[config.mk]
export PLATFORM = sky130hd
export DESIGN_NAME = seg7_scan_capture
export DESIGN_NICKNAME = d
export VERILOG_FILES = /design/src/rtl/seg7_pkg.sv /design/src/rtl/seg7_pattern_to_bcd.sv /design/src/rtl/seg7_scan_capture.sv
export SDC_FILE = /design/constraint.sdc
export NUM_CORES = 1
export LEC_CHECK = 0
export ABC_AREA = 0
export ABC_CLOCK_PERIOD_IN_PS = 5600
export BUFFER_PORTS_ARGS = -buffer_cell sky130_fd_sc_hd__buf_2
export CORE_MARGIN = 3
export CORE_UTILIZATION = 65
export CTS_BUF_LIST = sky130_fd_sc_hd__clkbuf_2
export CTS_CLUSTER_DIAMETER = 60
export CTS_CLUSTER_SIZE = 28
export DETAILED_ROUTE_END_ITERATION = 8
export MAX_ROUTING_LAYER = met4
export PLACE_DENSITY = 0.87
export SYNTH_ARGS = -nofsm -noshare
export SYNTH_HDL_FRONTEND = slang
export SYNTH_SLANG_ARGS = --single-unit
[constraint.sdc]
create_clock -name clk -period 5.6 [get_ports clk]
set_input_delay 0.56 -clock clk [delete_from_list [all_inputs] [get_ports clk]]
set_output_delay 0.56 -clock clk [all_outputs]
set_load 0.01 [all_outputs]
[src/rtl/seg7_pkg.sv]
// seg7_pkg
// Shared constants for the 7-segment encode/decode blocks.
// Segment vectors are ordered {g,f,e,d,c,b,a}, i.e. bit0 = a ... bit6 = g,
// active-high. BCD_BLANK marks an unlit digit, BCD_ERR an unrecognised one.
package seg7_pkg;

    localparam logic [6:0] SEG7_0     = 7'b0111111;
    localparam logic [6:0] SEG7_1     = 7'b0000110;
    localparam logic [6:0] SEG7_2     = 7'b1011011;
    localparam logic [6:0] SEG7_3     = 7'b1001111;
    localparam logic [6:0] SEG7_4     = 7'b1100110;
    localparam logic [6:0] SEG7_5     = 7'b1101101;
    localparam logic [6:0] SEG7_6     = 7'b1111101;
    localparam logic [6:0] SEG7_7     = 7'b0000111;
    localparam logic [6:0] SEG7_8     = 7'b1111111;
    localparam logic [6:0] SEG7_9     = 7'b1101111;
    localparam logic [6:0] SEG7_BLANK = 7'b0000000;

    localparam logic [3:0] BCD_BLANK  = 4'hF;
    localparam logic [3:0] BCD_ERR    = 4'hE;

endpackage

[src/rtl/seg7_pattern_to_bcd.sv]
// seg7_pattern_to_bcd
// Combinational map from an active-high segment pattern back to a BCD nibble.
// Only exact digit patterns are accepted; all segments off is a blank digit.
// Ports:
//   seg  in  7  segment pattern, bit0 = a ... bit6 = g
//   bcd  out 4  decoded digit, BCD_BLANK for blank, BCD_ERR for anything else
//   err  out 1  high when the pattern is neither a digit nor blank
module seg7_pattern_to_bcd
    import seg7_pkg::*;
(
    input  logic [6:0] seg,
    output logic [3:0] bcd,
    output logic       err
);

    // Exact-match lookup; partial or ghosted patterns fall through to error.
    always_comb begin
        bcd = BCD_ERR;
        err = 1'b0;
        case (seg)
            SEG7_0:     bcd = 4'd0;
            SEG7_1:     bcd = 4'd1;
            SEG7_2:     bcd = 4'd2;
            SEG7_3:     bcd = 4'd3;
            SEG7_4:     bcd = 4'd4;
            SEG7_5:     bcd = 4'd5;
            SEG7_6:     bcd = 4'd6;
            SEG7_7:     bcd = 4'd7;
            SEG7_8:     bcd = 4'd8;
            SEG7_9:     bcd = 4'd9;
            SEG7_BLANK: bcd = BCD_BLANK;
            default: begin
                bcd = BCD_ERR;
                err = 1'b1;
            end
        endcase
    end

endmodule

[src/rtl/seg7_scan_capture.sv]
// seg7_scan_capture
// Watches a multiplexed 7-segment bus, waits for each digit slot to settle,
// decodes the pattern back to BCD and publishes a complete frame once every
// digit slot has been captured.
// Optional build macro: SEG7_ACTIVE_LOW_EN inverts seg and an at the input
// stage for common-anode boards; otherwise the bus is active-high.
// Ports:
//   clk          in   1             system clock, rising edge
//   rst          in   1             asynchronous active-high reset
//   seg          in   7             segment lines, bit0 = a ... bit6 = g
//   an           in   NUM_DIGITS    one-hot digit enables
//   clear        in   1             drops the partial frame and the error flag
//   digits       out  4*NUM_DIGITS  last complete frame, digit i at [4i+3:4i]
//   frame_valid  out  1             one-cycle pulse when digits updates
//   pattern_err  out  1             sticky flag for an unrecognised pattern
module seg7_scan_capture
    import seg7_pkg::*;
#(
    parameter int NUM_DIGITS    = 4,
    parameter int SETTLE_CYCLES = 8,
    parameter int CNT_W         = 8
) (
    input  logic                    clk,
    input  logic                    rst,
    input  logic [6:0]              seg,
    input  logic [NUM_DIGITS-1:0]   an,
    input  logic                    clear,
    output logic [4*NUM_DIGITS-1:0] digits,
    output logic                    frame_valid,
    output logic                    pattern_err
);

    localparam logic [CNT_W-1:0] SETTLE_MAX  = CNT_W'(SETTLE_CYCLES);
    localparam logic [CNT_W-1:0] SETTLE_LAST = CNT_W'(SETTLE_CYCLES - 1);

    logic [6:0]              seg_in;
    logic [NUM_DIGITS-1:0]   an_in;
    logic [6:0]              seg_q;
    logic [NUM_DIGITS-1:0]   an_q;
    logic [CNT_W-1:0]        cnt;
    logic                    captured;
    logic [NUM_DIGITS-1:0]   mask;
    logic [4*NUM_DIGITS-1:0] shadow;

    logic                    stable;
    logic                    capture;
    logic [3:0]              nibble;
    logic                    nibble_err;
    logic [NUM_DIGITS-1:0]   mask_upd;
    logic [4*NUM_DIGITS-1:0] shadow_upd;

`ifdef SEG7_ACTIVE_LOW_EN
    assign seg_in = ~seg;
    assign an_in  = ~an;
`else
    assign seg_in = seg;
    assign an_in  = an;
`endif

    seg7_pattern_to_bcd u_decode (
        .seg (seg_q),
        .bcd (nibble),
        .err (nibble_err)
    );

    // A sample is taken once per settled slot: the bus must match its
    // registered copy, the counter must be on its last step, exactly one
    // digit enable must be lit (blanking and ghosting are skipped), and the
    // slot must not have been captured already.
    assign stable  = (seg_in == seg_q) && (an_in == an_q);
    assign capture = stable && (cnt == SETTLE_LAST) && $onehot(an_q)
                     && !captured && !clear;

    // Shadow/mask as they would look after this capture. an_q is one-hot
    // whenever the result is used, so it doubles as the slot select.
    always_comb begin
        shadow_upd = shadow;
        for (int i = 0; i < NUM_DIGITS; i++) begin
            if (an_q[i]) begin
                shadow_upd[4*i +: 4] = nibble;
            end
        end
        mask_upd = mask | an_q;
    end

    // Input stage, settle counter and frame assembly. clear takes priority
    // over a coinciding capture, which is dropped along with its error.
    always_ff @(posedge clk or posedge rst) begin
        if (rst) begin
            seg_q       <= '0;
            an_q        <= '0;
            cnt         <= '0;
            captured    <= 1'b0;
            mask        <= '0;
            shadow      <= '0;
            digits      <= {NUM_DIGITS{BCD_BLANK}};
            frame_valid <= 1'b0;
            pattern_err <= 1'b0;
        end else begin
            seg_q       <= seg_in;
            an_q        <= an_in;
            frame_valid <= 1'b0;

            if (!stable) begin
                cnt      <= '0;
                captured <= 1'b0;
            end else if (cnt != SETTLE_MAX) begin
                cnt <= cnt + 1'b1;
            end

            if (clear) begin
                mask        <= '0;
                pattern_err <= 1'b0;
            end else if (capture) begin
                captured <= 1'b1;
                shadow   <= shadow_upd;
                if (nibble_err) begin
                    pattern_err <= 1'b1;
                end
                if (&mask_upd) begin
                    digits      <= shadow_upd;
                    frame_valid <= 1'b1;
                    mask        <= '0;
                end else begin
                    mask <= mask_upd;
                end
            end
        end
    end

endmodule

==> impl_metrics.py, run 1 <==
metrics = {
    "global_route": {
        "grt_start_max_net_pins": 59,
        "grt_pass1_wl_um": 9300,
        "gr-usage-all-layers_pct": 23.9,
        "grt-ovfl-total": 0,
        "antenna_found_initial": 0,
        "grt_pass1_vias": 2056,
    },
    "cts": {
        "ctsHoldBuffers": 0,
        "root_buffer": "clkbuf_2",
        "cts_buffers": 9,
        "path_clk_slew_ps": 150,
        "h-tree-depth": 3,
        "cts_resized": 0,
        "clockBufferDepth": 2,
        "clock-sinks": 58,
        "clk_latency_ps": 470,
        "cts_tree": "yes",
        "cts_setup_buffers": 0,
    },
    "worst_setup_path": {
        "cp_max_fo": 10,
        "cp-start-kind": "flip-flop",
        "critPathCaptureType": "flip-flop",
        "worst-setup-path-type": "reg -> reg",
        "arrival_ps": 4020,
        "required_ps": 6020,
    },
    "timing": {
        "fin_setup_tns_ps": 0,
        "holdWs_ps": 206,
        "fin_skew_ps": 16.0,
        "tightest_slew_ps": 719,
        "period_needed_ps": 3600,
        "fmax_mhz": 278,
        "slew_viol_final": 0,
        "setup_violations": 0,
        "rsz0062_at_grt": "no",
        "finalCritPeriodShare_pct": 64.2,
        "hold_viol_final": 0,
        "max_slew_margin_pct": 51.8,
    },
    "placed_design": {
        "dp.cells": 336,
        "io_buffers": 31,
        "hpwl_um": 3820,
        "gp_congestion": 0.834,
    },
    "min_path": {
        "hold_path.class": "in -> reg",
    },
    "yosys": {
        "yosys.area_share.simple_pct": 15.3,
        "async_reset_ff_share_pct": 100,
        "seq_area_frac_synth_pct": 50.3,
        "synth.area.mux_share_pct": 9.07,
        "synth_ff_type": "dfrtp_1",
        "syn_inst": 269,
        "ys_warn_count": 0,
        "synth_xor_area_share_pct": 5.65,
        "synthesis.nets": 288,
        "netlist_area_um2": 2920,
        "synth-edff-count": 0,
        "synthAdderAreaFrac_pct": 2.40,
        "avgSynthCellArea_um2": 10.9,
        "synth_top_family_by_area": "simple AND/OR/NAND/NOR gates",
        "ys_seq_elements": 58,
        "synth_cell_type_count": 53,
        "synth-compound-area-share_pct": 11.4,
    },
    "floorplanning": {
        "dieHeight_um": 73.1,
        "row_count": 23,
        "io_pins": 32,
        "die_width_um": 73.1,
        "core_area_um2": 4170,
        "dieArea_um2": 5340,
        "initial_utilization_pct": 70.1,
    },
    "detailed_routing": {
        "viasPerCell": 5.90,
        "wire_per_inst_um": 15.6,
        "drc_errors": 0,
        "drtIter0Drc": 104,
        "routed_wl_um": 5470,
        "antenna_left": 0,
        "dr_total_vias": 2072,
        "first_pass_iters": 5,
    },
    "pwr": {
        "leakagePower_nw": 1.54,
        "ir_drop_uv": 201,
        "p_per_area_nw_per_um2": 233,
    },
    "job": {
        "max_cap_violations": 0,
    },
    "cells_and_area": {
        "nNetsFinal": 316,
        "drive_gt1_share_pct": 24.9,
        "post_layout_nonfiller_instances": 351,
        "area_growth_pct": 7.19,
        "fin_util_pct": 75.1,
        "n_fill_cell": 319,
        "n_antenna_cell": 0,
    },
    "status": {
        "status": "complete, no violations",
    },
}
-- where the power goes --
| part | internal, mW | total [mW] | switching (mW) |
|---|---|---|---|
| sequential | 0.424 | 0.437 | 0.0134 |
| clock | 0.0979 | 0.242 | 0.144 |
| combinational | 0.0207 | 0.0503 | 0.0296 |
| total | 0.542 | 0.729 | 0.187 |
-- metal layers --
metal	GRT usage [%]	vias up	routed length (um)
li1	-	991	-
met1	30.1	994	2360
met2	35.0	66	2640
met3	5.51	21	281
met4	14.5	0	192
met5	-	-	0
-- cells in the mapped netlist (2+ instances only) --
library cell / n / share of area, %
a2bb2oi_1: 4 / 1.2
nor2_1: 23 / 3.0
nor3_1: 3 / 0.51
xnor2_1: 13 / 3.9
inv_1: 15 / 1.9
buf_2: 2 / 0.34
xor2_1: 4 / 1.2
o22ai_1: 2 / 0.43
nand2_1: 18 / 2.3
a21oi_1: 11 / 1.9
a211oi_1: 4 / 1.0
a21o_1: 5 / 1.3
and3_1: 6 / 1.3
nand2_2: 4 / 0.86
mux2i_1: 13 / 4.4
clkbuf_1: 5 / 0.64
mux2_1: 12 / 4.6
nand3_1: 8 / 1.4
o21ai_1: 9 / 1.5
dfrtp_1: 42 / 36
dfstp_2: 16 / 14
ha_1: 4 / 1.7
buf_6: 7 / 2.7
o21ai_0: 4 / 0.68
nor2b_1: 3 / 0.64
nor4_1: 4 / 0.86
a31oi_1: 2 / 0.43
-- kinds of logic after synthesis --
logic type / after synthesis
buf+inv: 31
compound gates: 50
fa+ha+maj: 5
xor+xnor: 18
flops: 58
mux: 25
simple gates: 82
-- path summary, 6_finish.rpt --
check	to	start	slack, ps	cells after the start
worst max-delay path	digits[7]$_DFFE_PP1P_	an_q[1]$_DFF_PP0_	2000	11
worst min-delay path	seg_q[1]$_DFF_PP0_	seg[1]	210	1
worst max register to register	digits[7]$_DFFE_PP1P_	an_q[1]$_DFF_PP0_	2000	11
worst min register to register	digits[1]$_DFFE_PP1P_	digits[1]$_DFFE_PP1P_	470	2
max in group asynchronous	pattern_err$_DFFE_PP0P_	rst	4870	3
min in group asynchronous	seg_q[3]$_DFF_PP0_	rst	260	3
-- area by class of cell --
cell class / instances / area, um^2 / area share (%)
Clock inverter: 5 / 46.3 / 1.48
Clock buffer: 10 / 50.0 / 1.60
Multi-Input combinational cell: 180 / 1280 / 40.9
Timing Repair Buffer: 32 / 163 / 5.19
Inverter: 16 / 60.1 / 1.92
Tap cell: 50 / 62.6 / 2.00
Sequential cell: 58 / 1470 / 46.9
-- flip-flops by register name, indices dropped and copies added (netlist names) --
name / flops
frame_valid: 1
cnt: 8
seg_q: 7
captured: 1
pattern_err: 1
digits: 16
an_q: 4
shadow: 16
mask: 4
-- worst max-delay path, stage by stage, from the launching register on --
cell	delay [ps]
dfrtp_1	660
inv_1	150
fa_1	530
inv_1	40
ha_1	170
ha_1	280
nor4_1	350
nand3_2	220
nor4_4	370
nand2_1	320
a211oi_1	340
a21o_1	120
-- per-stage QoR --
step	setup slack (ps)	cell area, um^2	power, mW
after global routing	1710	3130	0.760
after floorplan	2670	2920	0.481
after global placement	2250	3040	0.492
after CTS	1990	3130	0.734
after detailed placement	2090	3040	0.494
final	2000	3130	0.729
-- placed cells by master (no fill, tap or decap), types with 5 or more instances in the layout --
cell type  Yosys  final
nor2_1        23     23
o21ai_1        9      9
dfrtp_1       42     42
a21o_1         5      5
mux2i_1       13     13
buf_2          2     31
mux2_1        12     12
nand3_1        8      8
clkbuf_2       0     10
xnor2_1       13     13
nand2_1       18     18
a21oi_1       11     11
inv_1         15     14
and3_1         6      6
dfstp_2       16     16
(Power assumes the default switching activity.)
==> run 2: changes to the inputs <==
--- a/config.mk
+++ b/config.mk
@@ -5,17 +5,17 @@
 export SDC_FILE = /design/constraint.sdc
 export NUM_CORES = 1
 export LEC_CHECK = 0
-export ABC_AREA = 0
-export ABC_CLOCK_PERIOD_IN_PS = 5600
+export ABC_AREA = 1
+export ABC_CLOCK_PERIOD_IN_PS = 3100
 export BUFFER_PORTS_ARGS = -buffer_cell sky130_fd_sc_hd__buf_2
 export CORE_MARGIN = 3
-export CORE_UTILIZATION = 65
+export CORE_UTILIZATION = 55
 export CTS_BUF_LIST = sky130_fd_sc_hd__clkbuf_2
 export CTS_CLUSTER_DIAMETER = 60
 export CTS_CLUSTER_SIZE = 28
 export DETAILED_ROUTE_END_ITERATION = 8
 export MAX_ROUTING_LAYER = met4
-export PLACE_DENSITY = 0.87
+export PLACE_DENSITY = 0.78
 export SYNTH_ARGS = -nofsm -noshare
 export SYNTH_HDL_FRONTEND = slang
 export SYNTH_SLANG_ARGS = --single-unit
==> constraint.sdc (replaced) <==
create_clock -name clk -period 3.1 [get_ports clk]
set_input_delay 0.31 -clock clk [delete_from_list [all_inputs] [get_ports clk]]
set_output_delay 0.31 -clock clk [all_outputs]
set_load 0.01 [all_outputs]
==> impl_metrics.py, run 2 <==
metrics = {
    "detailed_routing": {
        "wire_per_inst_um": 12.3,
        "first_pass_iters": 4,
        "routed_wl_um": 6220,
        "drc_errors": 0,
        "drtIter0Drc": 150,
        "viasPerCell": 4.99,
        "antenna_left": 0,
        "dr_total_vias": 2526,
    },
    "pwr": {
        "seq_power_share_pct": 58.1,
        "internal_power_uw": 990,
        "combPwrFrac_pct": 8.7,
        "swShare_pct": 26.1,
        "leakagePower_nw": 1.90,
        "total_power_mw": 1.34,
        "p_per_area_nw_per_um2": 395,
        "ir_drop_uv": 277,
        "p_switching_uw": 350,
        "clkPwrFrac_pct": 33.2,
    },
    "placed_design": {
        "io_buffers": 31,
        "preCtsSetupSlack_ps": 271,
        "gp_congestion": 0.857,
        "hpwl_um": 4520,
    },
    "timing": {
        "fmax_mhz": 346,
        "max_slew_margin_pct": 62.6,
        "hold_viol_final": 0,
        "rsz0062_at_grt": "no",
        "worst_slack_ps": 210,
        "fin_setup_tns_ps": 0,
        "finalCritPeriodShare_pct": 93.2,
        "tightest_slew_ps": 560,
        "fin_skew_ps": 18.9,
        "period_needed_ps": 2890,
        "setup_violations": 0,
        "slew_viol_final": 0,
    },
    "cells_and_area": {
        "largest_registers": "digits (16), shadow (16), cnt (8)",
        "layout_common_cells": "nand2_1, dfrtp_1, inv_1, nor2_1, buf_2",
        "area_growth_pct": 15.8,
        "n_antenna_cell": 0,
        "nNetsFinal": 453,
        "drive_gt1_share_pct": 17.3,
        "layout_commonest_cell": "nand2_1",
    },
    "yosys": {
        "syn_inst": 380,
        "synth_top_area_share_pct": 35.8,
        "synth_common_cells": "nand2_1, dfrtp_1, inv_1",
        "avgSynthCellArea_um2": 7.72,
        "ys_warn_count": 0,
        "synth-edff-count": 0,
        "synthesis.nets": 399,
        "ys_seq_elements": 58,
        "netlist_area_um2": 2930,
        "synth_ff_type": "dfrtp_1",
        "async_reset_ff_share_pct": 100,
        "yosysMostFrequentCell": "nand2_1",
        "synth_cell_type_count": 28,
        "seq_area_frac_synth_pct": 50.2,
        "synth_top_area_cell": "dfrtp_1",
        "yosys-top-cells-area": "dfrtp_1, nand2_1, dfstp_2",
    },
    "global_route": {
        "gr-usage-all-layers_pct": 24.1,
        "grt_pass1_wl_um": 11300,
        "grt-ovfl-total": 0,
        "grt_pass1_vias": 2501,
        "grt_start_max_net_pins": 28,
        "antenna_found_initial": 0,
    },
    "floorplanning": {
        "die_width_um": 79.0,
        "dieArea_um2": 6240,
        "dieHeight_um": 79.0,
        "row_count": 25,
        "core_area_um2": 4940,
        "initial_utilization_pct": 59.3,
        "io_pins": 32,
    },
    "cts": {
        "root_buffer": "clkbuf_2",
        "cts_tree": "yes",
        "clk_latency_ps": 490,
        "h-tree-depth": 3,
        "cts_resized": 0,
        "cts_buffers": 9,
        "clockBufferDepth": 2,
        "clock-sinks": 58,
        "path_clk_slew_ps": 160,
    },
    "worst_setup_path": {
        "rrSetupSlack_ps": 210,
        "cp-start-kind": "flip-flop",
        "worst-r2r-cell-count": 12,
        "critPathCaptureType": "flip-flop",
        "crit_path_top_delay_cell": "fa_1",
        "arrival_ps": 3320,
        "worstPathCellList": "inv_2, fa_1, inv_1, ha_1, ha_1, nor2_1, nand4_1, nor2_1, nand4_4, nor2_4, nand3_1, nand2_1",
        "r2r_end": "digits[2]$_DFFE_PP1P_",
        "required_ps": 3530,
        "r2r-start": "an_q[0]$_DFF_PP0_",
        "worst-setup-path-type": "reg -> reg",
        "cp_slowest_stage_delay_ps": 540,
        "cp_max_fo": 17,
    },
    "status": {
        "status": "complete, no violations",
    },
    "min_path": {
        "hold_path.class": "in -> async",
    },
    "job": {
        "max_cap_violations": 0,
    },
}
[run 2: cell types whose count changed after synthesis, sizes merged, moves of 6 or more]
cell,change
a21oi,-8
and3,-6
nand3,+17
mux2i,-13
mux2,-12
inv,+19
nor2,+10
xnor2,-8
nand2,+150
[run 2: repair_timing]
action | 4_1_cts | 5_1_grt
buffers inserted | 0 | 0
hold buffers | 13 | 0
hold endpoints to repair | 37 | 0
[run 2: layer usage]
metal,global-route usage (%),up-vias,part of all wire [%]
li1,-,1284,-
met1,30.1,1165,45
met2,37.9,65,47
met3,7.03,12,6.0
met4,7.90,0,1.5
met5,-,-,0
[run 2: worst max-delay path by stage]
stage	depth (start not counted)	end	slack, ps	start
floorplan	14	digits[0]$_DFFE_PP1P_	580	an_q[0]$_DFF_PP0_
detailed placement	13	digits[11]$_DFFE_PP1P_	270	an_q[0]$_DFF_PP0_
CTS	12	digits[2]$_DFFE_PP1P_	210	an_q[0]$_DFF_PP0_
global route	12	digits[6]$_DFFE_PP1P_	30	an_q[0]$_DFF_PP0_
global placement	12	digits[2]$_DFFE_PP1P_	340	an_q[0]$_DFF_PP0_
finish	12	digits[2]$_DFFE_PP1P_	210	an_q[0]$_DFF_PP0_
[run 2: logic make-up (layout without fill, tap and decap cells)]
logic type | Yosys count | in the layout | synth area share (%)
XOR/XNOR | 7 | 7 | 2.09
buffers and inverters | 43 | 102 | 6.31
adder cells (fa/ha/maj) | 5 | 5 | 2.39
flip-flops | 58 | 58 | 50.2
AND/OR/NAND/NOR | 244 | 244 | 34.7
AO/OA/AOI/OAI | 23 | 23 | 4.35
[run 2: metrics by stage]
step | util (%) | cell area, um^2 | hold WS [ps] | cells
CTS | 68.7 | 3400 | 406 | 506
floorplan | - | 2930 | 341 | 380
finish | 68.7 | 3400 | 401 | 506
global route | 68.7 | 3400 | 408 | 506
detailed placement | 64.1 | 3170 | 403 | 477
global placement | 64.1 | 3170 | 396 | 477
[run 2: critical path, delay by kind of cell, from the launching register on]
kind	cells	cell delay, ps
AND/OR/NAND/NOR	7	1190
adder cells (fa/ha/maj)	3	980
flip-flops	1	500
buffers and inverters	2	150
[run 2: area by class of cell]
type | instances | area [um^2]
Multi-Input combinational cell | 279 | 1280
Tap cell | 67 | 83.8
Sequential cell | 58 | 1470
Fill cell | 421 | 1550
Inverter | 36 | 136
Clock buffer | 10 | 50.0
Timing Repair Buffer | 50 | 330
Clock inverter | 6 | 48.8
[run 2: power by group through the flow]
stage	registers (mW)	clock network [mW]	logic, mW
2_1_floorplan	0.788	0	0.0710
3_3_place_gp	0.791	0	0.103
3_5_place_dp	0.792	0	0.105
4_1_cts	0.779	0.454	0.118
5_1_grt	0.782	0.493	0.135
6_report	0.779	0.444	0.117
